### src/rtl/uart_rx_fifo.sv
// Oversampling UART receiver with configurable framing, feeding a small
// show-ahead FIFO with a valid/ready consumer interface.
module uart_rx_fifo #(
  parameter int CLK_FREQ   = 50000000,
  parameter int BAUD_RATE  = 9600,
  parameter int OVERSAMPLE = 16,
  parameter int DATA_BITS  = 8,
  parameter int PARITY     = 0,
  parameter int STOP_BITS  = 1,
  parameter int FIFO_DEPTH = 4
) (
  input  logic                          clk,
  input  logic                          reset,
  input  logic                          serial_in,
  input  logic                          rx_ready,
  output logic                          rx_valid,
  output logic [DATA_BITS-1:0]          rx_data,
  output logic                          rx_parity_err,
  output logic                          rx_frame_err,
  output logic                          rx_overrun,
  output logic [$clog2(FIFO_DEPTH):0]   fifo_count,
  output logic                          rx_busy
);

  localparam int DIV = CLK_FREQ / (BAUD_RATE * OVERSAMPLE);
  localparam int TCW = (DIV > 1) ? $clog2(DIV) : 1;
  localparam int SCW = $clog2(OVERSAMPLE);
  localparam int BCW = 4;
  localparam int AW  = $clog2(FIFO_DEPTH);
  localparam int EW  = DATA_BITS + 2;

  typedef enum logic [2:0] {
    S_IDLE, S_START, S_DATA, S_PARITY, S_STOP, S_WAIT_IDLE
  } state_t;

  logic [TCW-1:0] tcnt_q;
  logic           tick;
  logic [1:0]     sync_q;
  logic           rxs;

  assign tick = (tcnt_q == TCW'(DIV - 1));
  assign rxs  = sync_q[1];

  // Free-running divider; frame activity never realigns it.
  always_ff @(posedge clk or negedge reset) begin
    if (!reset) begin
      tcnt_q <= '0;
      sync_q <= 2'b11;
    end else begin
      tcnt_q <= tick ? '0 : tcnt_q + TCW'(1);
      sync_q <= {sync_q[0], serial_in};
    end
  end

  state_t               state_q;
  logic [SCW-1:0]       sc_q;
  logic [BCW-1:0]       bc_q;
  logic [DATA_BITS-1:0] shreg_q;
  logic                 perr_q;
  logic                 ferr_q;
  logic                 busy_q;
  logic                 sc_mid;
  logic                 sc_end;
  logic                 push;
  logic [EW-1:0]        push_word;

  assign sc_mid    = (sc_q == SCW'(OVERSAMPLE / 2 - 1));
  assign sc_end    = (sc_q == SCW'(OVERSAMPLE - 1));
  assign push      = tick && (state_q == S_STOP) && sc_end && (bc_q == BCW'(STOP_BITS - 1));
  // The last stop sample is folded in here because ferr_q only updates after it.
  assign push_word = {ferr_q | ~rxs, perr_q, shreg_q};

  always_ff @(posedge clk or negedge reset) begin
    if (!reset) begin
      state_q <= S_IDLE;
      sc_q    <= '0;
      bc_q    <= '0;
      shreg_q <= '0;
      perr_q  <= 1'b0;
      ferr_q  <= 1'b0;
      busy_q  <= 1'b0;
    end else if (tick) begin
      case (state_q)
        S_IDLE: begin
          if (!rxs) begin
            state_q <= S_START;
            sc_q    <= '0;
            busy_q  <= 1'b1;
          end
        end
        S_START: begin
          if (sc_mid) begin
            if (rxs) begin
              state_q <= S_IDLE;
              busy_q  <= 1'b0;
            end else begin
              state_q <= S_DATA;
              sc_q    <= '0;
              bc_q    <= '0;
              perr_q  <= 1'b0;
              ferr_q  <= 1'b0;
            end
          end else begin
            sc_q <= sc_q + SCW'(1);
          end
        end
        S_DATA: begin
          if (sc_end) begin
            sc_q    <= '0;
            shreg_q <= {rxs, shreg_q[DATA_BITS-1:1]};
            if (bc_q == BCW'(DATA_BITS - 1)) begin
              bc_q    <= '0;
              state_q <= (PARITY != 0) ? S_PARITY : S_STOP;
            end else begin
              bc_q <= bc_q + BCW'(1);
            end
          end else begin
            sc_q <= sc_q + SCW'(1);
          end
        end
        S_PARITY: begin
          if (sc_end) begin
            sc_q    <= '0;
            perr_q  <= (PARITY == 1) ? ~(^shreg_q ^ rxs) : (^shreg_q ^ rxs);
            state_q <= S_STOP;
          end else begin
            sc_q <= sc_q + SCW'(1);
          end
        end
        S_STOP: begin
          if (sc_end) begin
            sc_q <= '0;
            if (!rxs) ferr_q <= 1'b1;
            if (bc_q == BCW'(STOP_BITS - 1)) begin
              state_q <= rxs ? S_IDLE : S_WAIT_IDLE;
              busy_q  <= ~rxs;
            end else begin
              bc_q <= bc_q + BCW'(1);
            end
          end else begin
            sc_q <= sc_q + SCW'(1);
          end
        end
        S_WAIT_IDLE: begin
          if (rxs) begin
            state_q <= S_IDLE;
            busy_q  <= 1'b0;
          end
        end
        default: begin
          state_q <= S_IDLE;
          busy_q  <= 1'b0;
        end
      endcase
    end
  end

  // Handshake: an entry transfers on a clk edge where rx_valid and rx_ready are both high;
  // the head entry is held on the outputs until that edge.
  logic [EW-1:0] mem_q [FIFO_DEPTH];
  logic [AW-1:0] rd_q;
  logic [AW-1:0] wr_q;
  logic [AW:0]   cnt_q;
  logic [AW:0]   cnt_d;
  logic          ovr_q;
  logic          pop;
  logic          full;
  logic          wr_en;
  logic [EW-1:0] head;

  assign pop   = rx_valid & rx_ready;
  assign full  = (cnt_q == (AW + 1)'(FIFO_DEPTH));
  assign wr_en = push & (~full | pop);

  always_comb begin
    cnt_d = cnt_q;
    if (wr_en && !pop)      cnt_d = cnt_q + (AW + 1)'(1);
    else if (!wr_en && pop) cnt_d = cnt_q - (AW + 1)'(1);
  end

  always_ff @(posedge clk or negedge reset) begin
    if (!reset) begin
      for (int i = 0; i < FIFO_DEPTH; i++) mem_q[i] <= '0;
      rd_q  <= '0;
      wr_q  <= '0;
      cnt_q <= '0;
      ovr_q <= 1'b0;
    end else begin
      if (wr_en) begin
        mem_q[wr_q] <= push_word;
        wr_q        <= wr_q + AW'(1);
      end
      if (pop) rd_q <= rd_q + AW'(1);
      cnt_q <= cnt_d;
      ovr_q <= push & full & ~pop;
    end
  end

  assign head          = mem_q[rd_q];
  assign rx_valid      = (cnt_q != '0);
  assign rx_data       = head[DATA_BITS-1:0];
  assign rx_parity_err = head[DATA_BITS];
  assign rx_frame_err  = head[DATA_BITS+1];
  assign rx_overrun    = ovr_q;
  assign fifo_count    = cnt_q;
  assign rx_busy       = busy_q;

endmodule

### config.mk
export PLATFORM = sky130hd
export DESIGN_NAME = uart_rx_fifo
export DESIGN_NICKNAME = d
export VERILOG_FILES = /design/src/rtl/uart_rx_fifo.sv
export SDC_FILE = /design/constraint.sdc
export NUM_CORES = 1
export LEC_CHECK = 0
export CORE_UTILIZATION = 46
export DETAILED_ROUTE_END_ITERATION = 8
export PLACE_DENSITY = 0.63
export SETUP_SLACK_MARGIN = 0.1
export SYNTH_ARGS = -nofsm -noshare
export SYNTH_HDL_FRONTEND = slang
export SYNTH_SLANG_ARGS = --single-unit
### constraint.sdc
create_clock -name clk -period 4.55 [get_ports clk]
set_clock_uncertainty 0.05 [all_clocks]
set_input_delay 0.91 -clock clk [delete_from_list [all_inputs] [get_ports clk]]
set_output_delay 0.91 -clock clk [all_outputs]
set_load 0.1 [all_outputs]
After elaboration in Yosys (flattened, before gate mapping)
Cells that the tools add are included.
{"block": "classes", "n_div": 0, "n_eq_ne": 21, "n_mul": 0, "n_reduce_logical": 26, "order_cmp": 3, "shifts": 0, "n_bitwise": 13, "muxes": 43, "n_addsub": 7}
{"cell": "40-bit bitwise mux", "count": 1}
{"cell": "4-bit 2-to-1 mux", "count": 9}
{"cell": "3-bit 2-to-1 mux", "count": 11}
{"cell": "10-bit 2-to-1 mux", "count": 3}
{"cell": "4-bit one-hot mux with 3 select lines", "count": 2}
{"cell": "10-bit binary-select mux with 2-bit select", "count": 1}
{"cell": "10-bit demux with 2-bit select", "count": 1}
{"cell": "2-bit != test (second input constant)", "count": 10}
{"cell": "3-bit one-hot mux with 6 select lines", "count": 1}
{"cell": "6-bit AND reduction", "count": 2}
{"cell": "9-bit by 1-bit adder with 9-bit output (second input constant)", "count": 1}
{"cell": "3-bit == test (second input constant)", "count": 3}
{"cell": "9-bit == test (second input constant)", "count": 1}
{"cell": "1-bit 2-to-1 mux", "count": 9}
{"cell": "9-bit 2-to-1 mux", "count": 1}
{"cell": "9-bit AND reduction", "count": 1}
{"cell": "3-bit nonzero test", "count": 3}
{"cell": "4-bit by 1-bit adder with 4-bit output (second input constant)", "count": 2}
{"cell": "4-bit by 3-bit == test with 1-bit output (second input constant)", "count": 2}
{"cell": "8-bit XOR reduction", "count": 1}
{"cell": "7-bit AND reduction", "count": 1}
{"cell": "3-bit by 2-bit == test with 1-bit output (second input constant)", "count": 2}
{"cell": "3-bit >= comparator (second input constant)", "count": 2}
{"cell": "1-bit logical AND", "count": 6}
{"cell": "24 further kinds", "count": 37}
{"block": "totals", "memories": 0, "ff_bits": 81, "out_inout_bits": 16, "word_cells": 130, "ram_bits": 0, "latch_bits": 0, "mem_bits_ro": 0, "inputBits": 4}

Logic depth before layout (Yosys ltp)
Gate-level depths: netlist of the first run.
{"block": "logic_depth", "depth_word": 9, "mapped_depth": 11, "depth_no_buf": 11}

Worst setup path after synthesis of the first run
Ideal clock, no wire load.
{"block": "synth_timing", "path_kind": "register to register", "start": "register cnt_q[0] (netlist: fifo_count[0])", "end": "register cnt_q[1] (netlist: fifo_count[1])", "arrival_time_ns": 2.997, "t_required_ns": 4.374, "path_stages_with_launch": 7, "period_less_slack_ns": 3.173, "slack_ns": 1.377, "path_cell_list": "dfrtp_1 or3_1 nand2_1 ha_1 inv_1 fa_1 mux2_2"}
{"block": "synth_via", "word_cells_on_any_way": 15}
{"element": "start: declaration", "line_no": "163", "text": "logic [AW:0] cnt_q;"}
{"element": "start signal: assignment", "line_no": "194", "text": "cnt_q <= cnt_d;"}
{"element": "3-bit nonzero test *", "line_no": "200", "text": "assign rx_valid = (cnt_q != '0);"}
{"element": "net rx_valid", "line_no": "16", "text": "output logic rx_valid,"}
{"element": "1-bit AND *", "line_no": "171", "text": "assign pop = rx_valid & rx_ready;"}
{"element": "1-bit OR", "line_no": "173", "text": "assign wr_en = push & (~full | pop);"}
{"element": "1-bit AND", "line_no": "173"}
{"element": "1-bit logical AND *", "line_no": "177", "text": "if (wr_en && !pop) cnt_d = cnt_q + (AW + 1)'(1);"}
{"element": "3-bit 2-to-1 mux *", "line_no": "177"}
{"element": "net cnt_d[1]", "line_no": "164", "text": "logic [AW:0] cnt_d;"}
Mark *: on every way through the listed nets, which the timed path passes. The rest lies on a longest branch. The select of a mux whose other input is x is not followed.
A chain may end at the register's enable or synchronous reset.

Final worst setup path of the first run
{"block": "layout_timing", "start": "register rd_q[0]", "end": "output port rx_data[7]"}
{"block": "layout_via", "elab_chain_cells": 4}
{"element": "start: declaration", "line_no": "161", "text": "logic [AW-1:0] rd_q;"}
{"element": "start signal: assignment", "line_no": "193", "text": "if (pop) rd_q <= rd_q + AW'(1);"}
{"element": "2-bit NOT with 3-bit output (implied by the code)", "line_no": "199", "text": "assign head = mem_q[rd_q];"}
{"element": "10-bit binary-select mux with 2-bit select", "line_no": "199"}
{"element": "10-bit 2-to-1 mux (implied by the code) (2 in a row)", "line_no": "199"}
{"element": "end: declaration", "line_no": "17", "text": "output logic [DATA_BITS-1:0] rx_data,"}
No other way between the ends. The select of a mux whose other input is x is not followed.

==> impl_metrics.json, run 1 <==
{
  "layout-drive-gt1-share": 0.254,
  "setup_viol": 0,
  "io_pins": 20,
  "peakVddDrop_mv": 0.146,
  "critPathTopFamily": "buffers and inverters",
  "synth.cell_area_um2": 4010,
  "post_synth_main_area_contributors": "sky130_fd_sc_hd__dfrtp_1 49%, sky130_fd_sc_hd__mux2_2 13%, sky130_fd_sc_hd__mux4_2 5.6%",
  "yosys.cell_count.top_type": "sky130_fd_sc_hd__dfrtp_1",
  "first_pass_grt_wire_length_mm": 12.1,
  "max_slew_headroom": 0.331,
  "cell_chain_critical_path": "mux4_2 > clkdlybuf4s50_1",
  "cts_hold_buffers": 0,
  "critical_path_arrival_ns": 2.75,
  "holdCritPathClass": "reg2reg",
  "antenna-diode-count": 0,
  "maximum_fanout_along_the_worst_path": 12,
  "minimum_setup_slack_after_placement_ns": 1.14,
  "netlist.top_cell.by_area": "sky130_fd_sc_hd__dfrtp_1",
  "areaGrowthSynthToFinish_pct": 12.3,
  "timing.hold.ws_ns": 0.309,
  "grt_remaining_overflow": 0,
  "setup.worst_path.start_class": "flop",
  "finalHoldViolations": 0,
  "holdCritStartpoint": "sync_q[0]",
  "synth.avg_cell_area_um2": 12.8,
  "tritoncts": "yes",
  "cp.buffers_inverters": 1,
  "rsz0062_at_grt": "false",
  "clock_pin_slew_reported_for_the_worst_setup_and_hold_paths_after_clock_tree_synthesis_ns": 0.08,
  "grt_max_degree": 82,
  "cts_inserted_buffers": 9,
  "maximum_clock_frequency_mhz": 270,
  "ys.warnings.count": 0,
  "cp-end-kind": "output pin",
  "fin_cells": 443,
  "leakagePower_nw": 2.13,
  "hold_path_end": "sync_q[1]",
  "worst-slew-pin-transition_ns": 1.00,
  "critical_path_required_ns": 3.59,
  "die_h_um": 95.3,
  "total_power_mw": 1.29,
  "dp_hpwl_mm": 4.68,
  "postSynthNetCount": 328,
  "post-route-min-period_ns": 3.71,
  "chipWidth_um": 95.3,
  "clkLatencyLatePin_ns": 0.35,
  "design.core.area_um2": 8340,
  "ff2ff_setup_slack_ns": 1.54,
  "synth_edf_count": 0,
  "drc": 0,
  "setup_ws_ns": 0.844,
  "wire_per_inst_um": 15.9,
  "gpl.final_weighted_congestion": 0.791,
  "cts_root_buf": "sky130_fd_sc_hd__clkbuf_8",
  "clock_sink_count": 81,
  "synth_cell_types": 51,
  "reg2reg_to": "fifo_count[2]",
  "first_global_vias": 2490,
  "post_cts.resized_instances": 0,
  "h_tree_depth_reported_by_cts": 3,
  "ys.flop_type": "sky130_fd_sc_hd__dfrtp_1",
  "post_synthesis_sequential_area_ratio": 0.507,
  "antenna_found_initial": 0,
  "initial_core_utilization": 0.480,
  "holdPathStages": 0,
  "final_core_utilization": 0.539,
  "detail_route.first_pass.iterations": 4,
  "final_nets": 348,
  "route.final.wire_length_mm": 7.04,
  "cellPowerDensity_nw_per_um2": 287,
  "port-buffer-count": 19,
  "slew_viol_final": 0,
  "critical-path-max-stage-delay_ns": 0.98,
  "synthesis_stage_register_bit_count": 81,
  "async_flop_share": 1.00,
  "final_min_period_over_clock_period": 0.815,
  "rr_worst_depth": 12,
  "viasPerCell": 5.57,
  "fp-row-count": 33,
  "setup_tns_final_ns": 0,
  "drc_violation_total_after_the_first_tritonroute_iteration": 100,
  "postCtsSetupRepairBufs": 0,
  "synth.top_cells.by_count": "79 x sky130_fd_sc_hd__dfrtp_1, 47 x sky130_fd_sc_hd__mux2_2, 17 x sky130_fd_sc_hd__nor2_1",
  "design.die.area_um2": 9090,
  "outcome": "completed",
  "vias": 2469,
  "synth_largest_type_area_fraction": 0.493,
  "synth_cells": 313,
  "critical_path_class": "reg2out",
  "cap_viol_max_count": 0,
  "ctsLongestPathBuffers": 2,
  "post-place-cells": 427,
  "cpMaxStageDelayCell": "sky130_fd_sc_hd__clkdlybuf4s50_1",
  "global_route.usage.total": 0.177,
  "dpl_cell_area_um2": 4290,
  "detail-route-antenna-nets": 0,
  "post_route_cell_area_um2": 4500,
  "reg2reg_from": "tcnt_q[0]"
}
==> state kept, by name, indices dropped and copies added (netlist names) <==
register    flops
rx_overrun      1
sync_q          2
ferr_q          1
shreg_q         8
rx_busy         1
rd_q            2
bc_q            4
perr_q          1
mem_q          40
fifo_count      3
tcnt_q          9
wr_q            2
sc_q            4
state_q         3
==> layout make-up <==
cell class | instances | area [µm²]
clock buffers | 10 | 138
clock inverters | 6 | 73.8
fillers | 719 | 3840
inverters | 12 | 45.0
multi-input cells | 209 | 1890
flip-flops and latches | 81 | 2030
well taps | 105 | 131
repair buffers | 20 | 195
==> worst max path at each step <==
stage,slack [ns],depth (start not counted),startpoint,to
after CTS,0.77,2,rd_q[0],rx_data[3]
after global placement,1.16,2,rd_q[0],rx_data[7]
after global routing,0.70,2,rd_q[0],rx_data[1]
after detailed placement,1.14,8,rx_ready,fifo_count[1]
after floorplan,1.38,6,fifo_count[0],fifo_count[1]
final,0.84,2,rd_q[0],rx_data[7]
==> report_power, final <==
group / total [mW] / internal, mW / switching [mW]
Clock: 0.549 / 0.276 / 0.273
Sequential: 0.723 / 0.721 / 0.00178
Combinational: 0.0187 / 0.00346 / 0.0152
==> metal layers <==
layer  vias up  GRT usage  wire, µm
li1       1173          -         -
met2        35      0.276      3320
met5         -          0         0
met4         0     0.0808        95
met1      1251      0.243      3400
met3        10     0.0271       225
==> layout by cell type, fill, tap and decap left out, types with 5 or more instances in the layout <==
cell                              netlist  final
sky130_fd_sc_hd__a21oi_1                6      6
sky130_fd_sc_hd__mux2_2                47     47
sky130_fd_sc_hd__nand2_1               10     10
sky130_fd_sc_hd__mux2_1                 6      6
sky130_fd_sc_hd__clkdlybuf4s50_1        0     18
sky130_fd_sc_hd__nand2b_1               6      6
sky130_fd_sc_hd__nand3_1               15     15
sky130_fd_sc_hd__clkbuf_8               0     10
sky130_fd_sc_hd__dfrtp_1               79     79
sky130_fd_sc_hd__nor2_1                17     17
sky130_fd_sc_hd__xnor2_1               12     12
sky130_fd_sc_hd__nor3_1                 5      5
sky130_fd_sc_hd__mux4_2                10     10
sky130_fd_sc_hd__o21ai_0               12     12
sky130_fd_sc_hd__ha_1                  10     10
sky130_fd_sc_hd__xor2_1                 9      9
sky130_fd_sc_hd__inv_1                 12     12
==> cells by family after synthesis <==
kind of cell | after synthesis | share of synthesized area
fa+ha+maj | 11 | 0.0362
simple gates | 84 | 0.127
mux | 63 | 0.205
compound gates | 29 | 0.0503
flops | 81 | 0.507
xor+xnor | 22 | 0.0515
buf+inv | 23 | 0.0228
==> worst reg2reg max path, cell delays in order (launching register included) <==
cell	delay, ns
sky130_fd_sc_hd__dfrtp_1	0.43
sky130_fd_sc_hd__inv_1	0.07
sky130_fd_sc_hd__ha_1	0.14
sky130_fd_sc_hd__and4b_1	0.22
sky130_fd_sc_hd__and2_1	0.42
sky130_fd_sc_hd__nor4b_4	0.27
sky130_fd_sc_hd__buf_4	0.24
sky130_fd_sc_hd__ha_1	0.21
sky130_fd_sc_hd__inv_1	0.06
sky130_fd_sc_hd__fa_1	0.38
sky130_fd_sc_hd__xor2_1	0.17
sky130_fd_sc_hd__nor2_1	0.12
sky130_fd_sc_hd__xor2_1	0.16
No activity file was read; power rests on OpenSTA's default activity.
==> inputs of run 2 (changes only) <==
Clock period 4.55 ns to 3.6 ns, I/O delays scaled along.
==> impl_metrics.json, run 2 (same netlist as run 1, synthesis figures left out) <==
{
  "cpMaxStageDelayCell": "sky130_fd_sc_hd__clkdlybuf4s50_1",
  "detail_route.first_pass.iterations": 4,
  "detail-route-antenna-nets": 0,
  "post_cts.resized_instances": 0,
  "mostFrequentLayoutCell": "sky130_fd_sc_hd__dfrtp_1",
  "design.core.area_um2": 8340,
  "areaGrowthSynthToFinish_pct": 11.4,
  "worst-slew-pin-transition_ns": 1.01,
  "setup_viol": 0,
  "cp-end-kind": "output pin",
  "reg2reg_from": "bc_q[0]",
  "drc_violation_total_after_the_first_tritonroute_iteration": 92,
  "cts_hold_buffers": 0,
  "port-buffer-count": 19,
  "cell_chain_critical_path": "or3_1 > clkdlybuf4s50_1",
  "chipWidth_um": 95.3,
  "final_min_period_over_clock_period": 0.827,
  "first_pass_grt_wire_length_mm": 11.7,
  "maximum_clock_frequency_mhz": 336,
  "finalHoldViolations": 0,
  "slew_viol_final": 0,
  "die_h_um": 95.3,
  "ff2ff_setup_slack_ns": 0.94,
  "layout-drive-gt1-share": 0.288,
  "tritoncts": "yes",
  "rr_worst_depth": 11,
  "gpl.final_weighted_congestion": 0.765,
  "io_pins": 20,
  "grt.met1_usage": 0.256,
  "viasPerCell": 5.41,
  "cts_inserted_buffers": 9,
  "largest_register": "mem_q",
  "antenna_found_initial": 0,
  "peakVddDrop_mv": 0.172,
  "holdCritPathClass": "reg2reg",
  "vias": 2408,
  "dp_hpwl_mm": 4.65,
  "gr-max-usage-layer": "met1",
  "ctsLongestPathBuffers": 2,
  "grt_util_met3": 0.0383,
  "outcome": "completed",
  "critical-path-max-stage-delay_ns": 0.98,
  "drc": 0,
  "reg2reg_to": "fifo_count[2]",
  "critical_path_class": "reg2out",
  "cts_root_buf": "sky130_fd_sc_hd__clkbuf_8",
  "groute.layer.met2.usage": 0.253,
  "max_slew_headroom": 0.325,
  "critical_path_required_ns": 2.83,
  "post-route-min-period_ns": 2.98,
  "antenna-diode-count": 0,
  "setup.worst_path.start_class": "flop",
  "maximum_fanout_along_the_worst_path": 5,
  "post_route_cell_area_um2": 4460,
  "grt_remaining_overflow": 0,
  "setup_tns_final_ns": 0,
  "holdPathStages": 0,
  "final_nets": 350,
  "largest_register_ff_count": 40,
  "clock_sink_count": 81,
  "cap_viol_max_count": 0,
  "initial_core_utilization": 0.480,
  "postCtsSetupRepairBufs": 0,
  "reg.largest.list": "mem_q (40), tcnt_q (9), shreg_q (8)",
  "dpl_cell_area_um2": 4280,
  "design.die.area_um2": 9090,
  "fp-row-count": 33,
  "global_route.usage.total": 0.175,
  "grt_max_degree": 82,
  "holdCritStartpoint": "sync_q[0]",
  "route.final.wire_length_mm": 7.10,
  "timing.hold.ws_ns": 0.308,
  "critical_path_arrival_ns": 2.21,
  "wire_per_inst_um": 16.0,
  "clkLatencyLatePin_ns": 0.36,
  "hold_path_end": "sync_q[1]",
  "rsz0062_at_grt": "false",
  "leakagePower_nw": 2.15,
  "first_global_vias": 2265,
  "clock_pin_slew_reported_for_the_worst_setup_and_hold_paths_after_clock_tree_synthesis_ns": 0.08,
  "h_tree_depth_reported_by_cts": 3,
  "layout.cells.most_common_list": "79 x sky130_fd_sc_hd__dfrtp_1, 47 x sky130_fd_sc_hd__mux2_2, 17 x sky130_fd_sc_hd__nor2_1",
  "cellPowerDensity_nw_per_um2": 350
}
run 2: where the power goes:
group          switching [mW]  internal [mW]
Combinational          0.0196        0.00437
Clock                   0.351          0.276
Sequential            0.00246          0.911
Total                   0.373           1.19
run 2: worst max-delay path, delay by kind of cell (launching register included):
family	cells	cell delay (ns)
simple gates	1	0.43
buf+inv	1	0.98
flops	1	0.44
run 2: through the flow:
stage / setup WS (ns) / total power [mW] / instances / util
2_1_floorplan: 0.427 / 0.934 / 313 / -
3_3_place_gp: 0.677 / 0.957 / 429 / 0.513
3_5_place_dp: 0.582 / 0.957 / 429 / 0.513
4_1_cts: 0.595 / 1.59 / 445 / 0.535
5_1_grt: 0.555 / 1.63 / 445 / 0.535
6_report: 0.622 / 1.56 / 445 / 0.535
run 2: per-layer routing:
metal  up-vias  wire (µm)
li1       1169          -
met1      1200       3630
met2        32       3160
met3         7        217
met4         0         91
met5         -          0
run 2: area by class of cell:
type / count / area [µm²]
fill: 767 / 3880
sequential: 81 / 2030
multi-input combinational: 209 / 1890
timing repair buffer: 22 / 185
clock buffer: 10 / 138
tap: 105 / 131
clock inverter: 6 / 50.0
inverter: 12 / 45.0
run 2: worst max-delay path by stage:
| stage | start | endpoint |
|---|---|---|
| global route | fifo_count[1] | rx_valid |
| CTS | fifo_count[1] | rx_valid |
| detailed placement | rx_ready | fifo_count[1] |
| finish | fifo_count[1] | rx_valid |
| global placement | rx_ready | fifo_count[1] |
| floorplan | fifo_count[0] | fifo_count[1] |
==> inputs of run 3 (changes only) <==
Settings changed: PLACE_DENSITY 0.63 to 0.65.
Clock period 3.6 ns to 2.6 ns, I/O delays scaled along.
==> impl_metrics.json, run 3 (same netlist as run 1, synthesis figures left out) <==
{
  "clkLatencyLatePin_ns": 0.35,
  "worst-slew-pin-transition_ns": 0.863,
  "leakagePower_nw": 2.26,
  "cp-end-kind": "flop",
  "reg.largest.list": "mem_q (40), tcnt_q (9), shreg_q (8)",
  "viasPerCell": 5.58,
  "cell_chain_critical_path": "ha_1 > and3b_1 > o311ai_1 > a21oi_1 > o2111ai_1 > mux2_2",
  "critical-path-max-stage-delay_ns": 0.72,
  "design.core.area_um2": 8340,
  "peakVddDrop_mv": 0.267,
  "critical_path_required_ns": 2.79,
  "cp.buffers_inverters": 0,
  "port-buffer-count": 19,
  "dp_hpwl_mm": 5.15,
  "h_tree_depth_reported_by_cts": 3,
  "grt_remaining_overflow": 0,
  "clock_pin_slew_reported_for_the_worst_setup_and_hold_paths_after_clock_tree_synthesis_ns": 0.08,
  "maximum_clock_frequency_mhz": 396,
  "tritoncts": "yes",
  "areaGrowthSynthToFinish_pct": 17.7,
  "largest_register": "mem_q",
  "global_route.usage.total": 0.186,
  "post-route-min-period_ns": 2.53,
  "setup_viol": 0,
  "gpl.final_weighted_congestion": 0.856,
  "layout.cells.most_common_list": "76 x sky130_fd_sc_hd__dfrtp_1, 47 x sky130_fd_sc_hd__mux2_2, 23 x sky130_fd_sc_hd__buf_4",
  "cap_viol_max_count": 0,
  "final_core_utilization": 0.566,
  "mostFrequentLayoutCell": "sky130_fd_sc_hd__dfrtp_1",
  "reg2reg_from": "sc_q[0]",
  "final_min_period_over_clock_period": 0.972,
  "slew_viol_final": 0,
  "detail-route-antenna-nets": 0,
  "chipWidth_um": 95.3,
  "outcome": "completed",
  "die_h_um": 95.3,
  "drc_violation_total_after_the_first_tritonroute_iteration": 135,
  "minimum_setup_slack_after_placement_ns": -0.0157,
  "route.final.wire_length_mm": 7.54,
  "antenna-diode-count": 0,
  "layout-drive-gt1-share": 0.363,
  "antenna_found_initial": 0,
  "maximum_fanout_along_the_worst_path": 5,
  "critical_path_class": "reg2reg",
  "setup_ws_ns": 0.0737,
  "ctsLongestPathBuffers": 2,
  "grt_max_degree": 39,
  "detail_route.first_pass.iterations": 4,
  "critPathTopFamily": "compound AO/OA/AOI/OAI gates",
  "cts_inserted_buffers": 9,
  "holdCritPathClass": "in2async",
  "fp-row-count": 33,
  "clock_sink_count": 81,
  "first_global_vias": 2573,
  "final_nets": 363,
  "first_pass_grt_wire_length_mm": 12.7,
  "setup.worst_path.start_class": "flop",
  "startpoint": "sc_q[0]",
  "cellPowerDensity_nw_per_um2": 465,
  "largest_register_ff_count": 40,
  "initial_core_utilization": 0.480,
  "setup_tns_final_ns": 0,
  "total_power_mw": 2.19,
  "rsz0062_at_grt": "true",
  "fin_cells": 458,
  "post-place-cells": 439,
  "vias": 2557,
  "cts_root_buf": "sky130_fd_sc_hd__clkbuf_8",
  "cpMaxStageDelayCell": "sky130_fd_sc_hd__o311ai_1",
  "drc": 0,
  "critical_path_arrival_ns": 2.72,
  "design.die.area_um2": 9090,
  "wire_per_inst_um": 16.5,
  "io_pins": 20,
  "max_slew_headroom": 0.415,
  "finalHoldViolations": 0
}
[run 3: path summary, 6_finish.rpt]
check / end / slack [ns] / cells past startpoint
max: rx_busy / 0.07 / 6
min: tcnt_q[3] / 0.09 / 1
max reg2reg: rx_busy / 0.07 / 6
min reg2reg: sync_q[1] / 0.31 / 0
max in group asynchronous: mem_q[20] / 1.81 / 2
min in group clk: sync_q[1] / 0.31 / 0
[run 3: area by class of cell]
class | instances | area, µm²
clock buffer | 10 | 128
clock inverter | 6 | 60.1
fill | 697 | 3620
inverter | 12 | 45.0
multi-input combinational | 209 | 1930
sequential | 81 | 2030
tap | 105 | 131
timing repair buffer | 35 | 393
[run 3: power by group]
group	switching (mW)	internal [mW]	total, mW
clock	0.452	0.439	0.891
combinational	0.0288	0.0100	0.0388
sequential	0.00335	1.26	1.26
total	0.485	1.71	2.19
[run 3: worst reg2reg max path: stages, from the launching register on]
cell and delay (ns):
sky130_fd_sc_hd__dfrtp_1 0.41, sky130_fd_sc_hd__ha_1 0.26, sky130_fd_sc_hd__and3b_1 0.23, sky130_fd_sc_hd__o311ai_1 0.72
sky130_fd_sc_hd__a21oi_1 0.21, sky130_fd_sc_hd__o2111ai_1 0.16, sky130_fd_sc_hd__mux2_2 0.37
[run 3: through the flow]
| step | instance area (µm²) | hold WS [ns] |
|---|---|---|
| 2_1_floorplan | 4040 | 0.174 |
| 3_3_place_gp | 4500 | 0.296 |
| 3_5_place_dp | 4500 | 0.299 |
| 4_1_cts | 4680 | 0.0967 |
| 5_1_grt | 4720 | 0.112 |
| 6_report | 4720 | 0.0884 |
[run 3: routing by layer]
layer,track usage,routed length [µm]
met2,0.290,3540
met1,0.257,3670
met3,0.0502,234
met4,0.0492,91
met5,0,0
[run 3: timing repair]
action,CTS,global route
buffers inserted,0,3
hold buffers,0,0
endpoints found under the setup margin,0,6
gates resized for setup,0,2
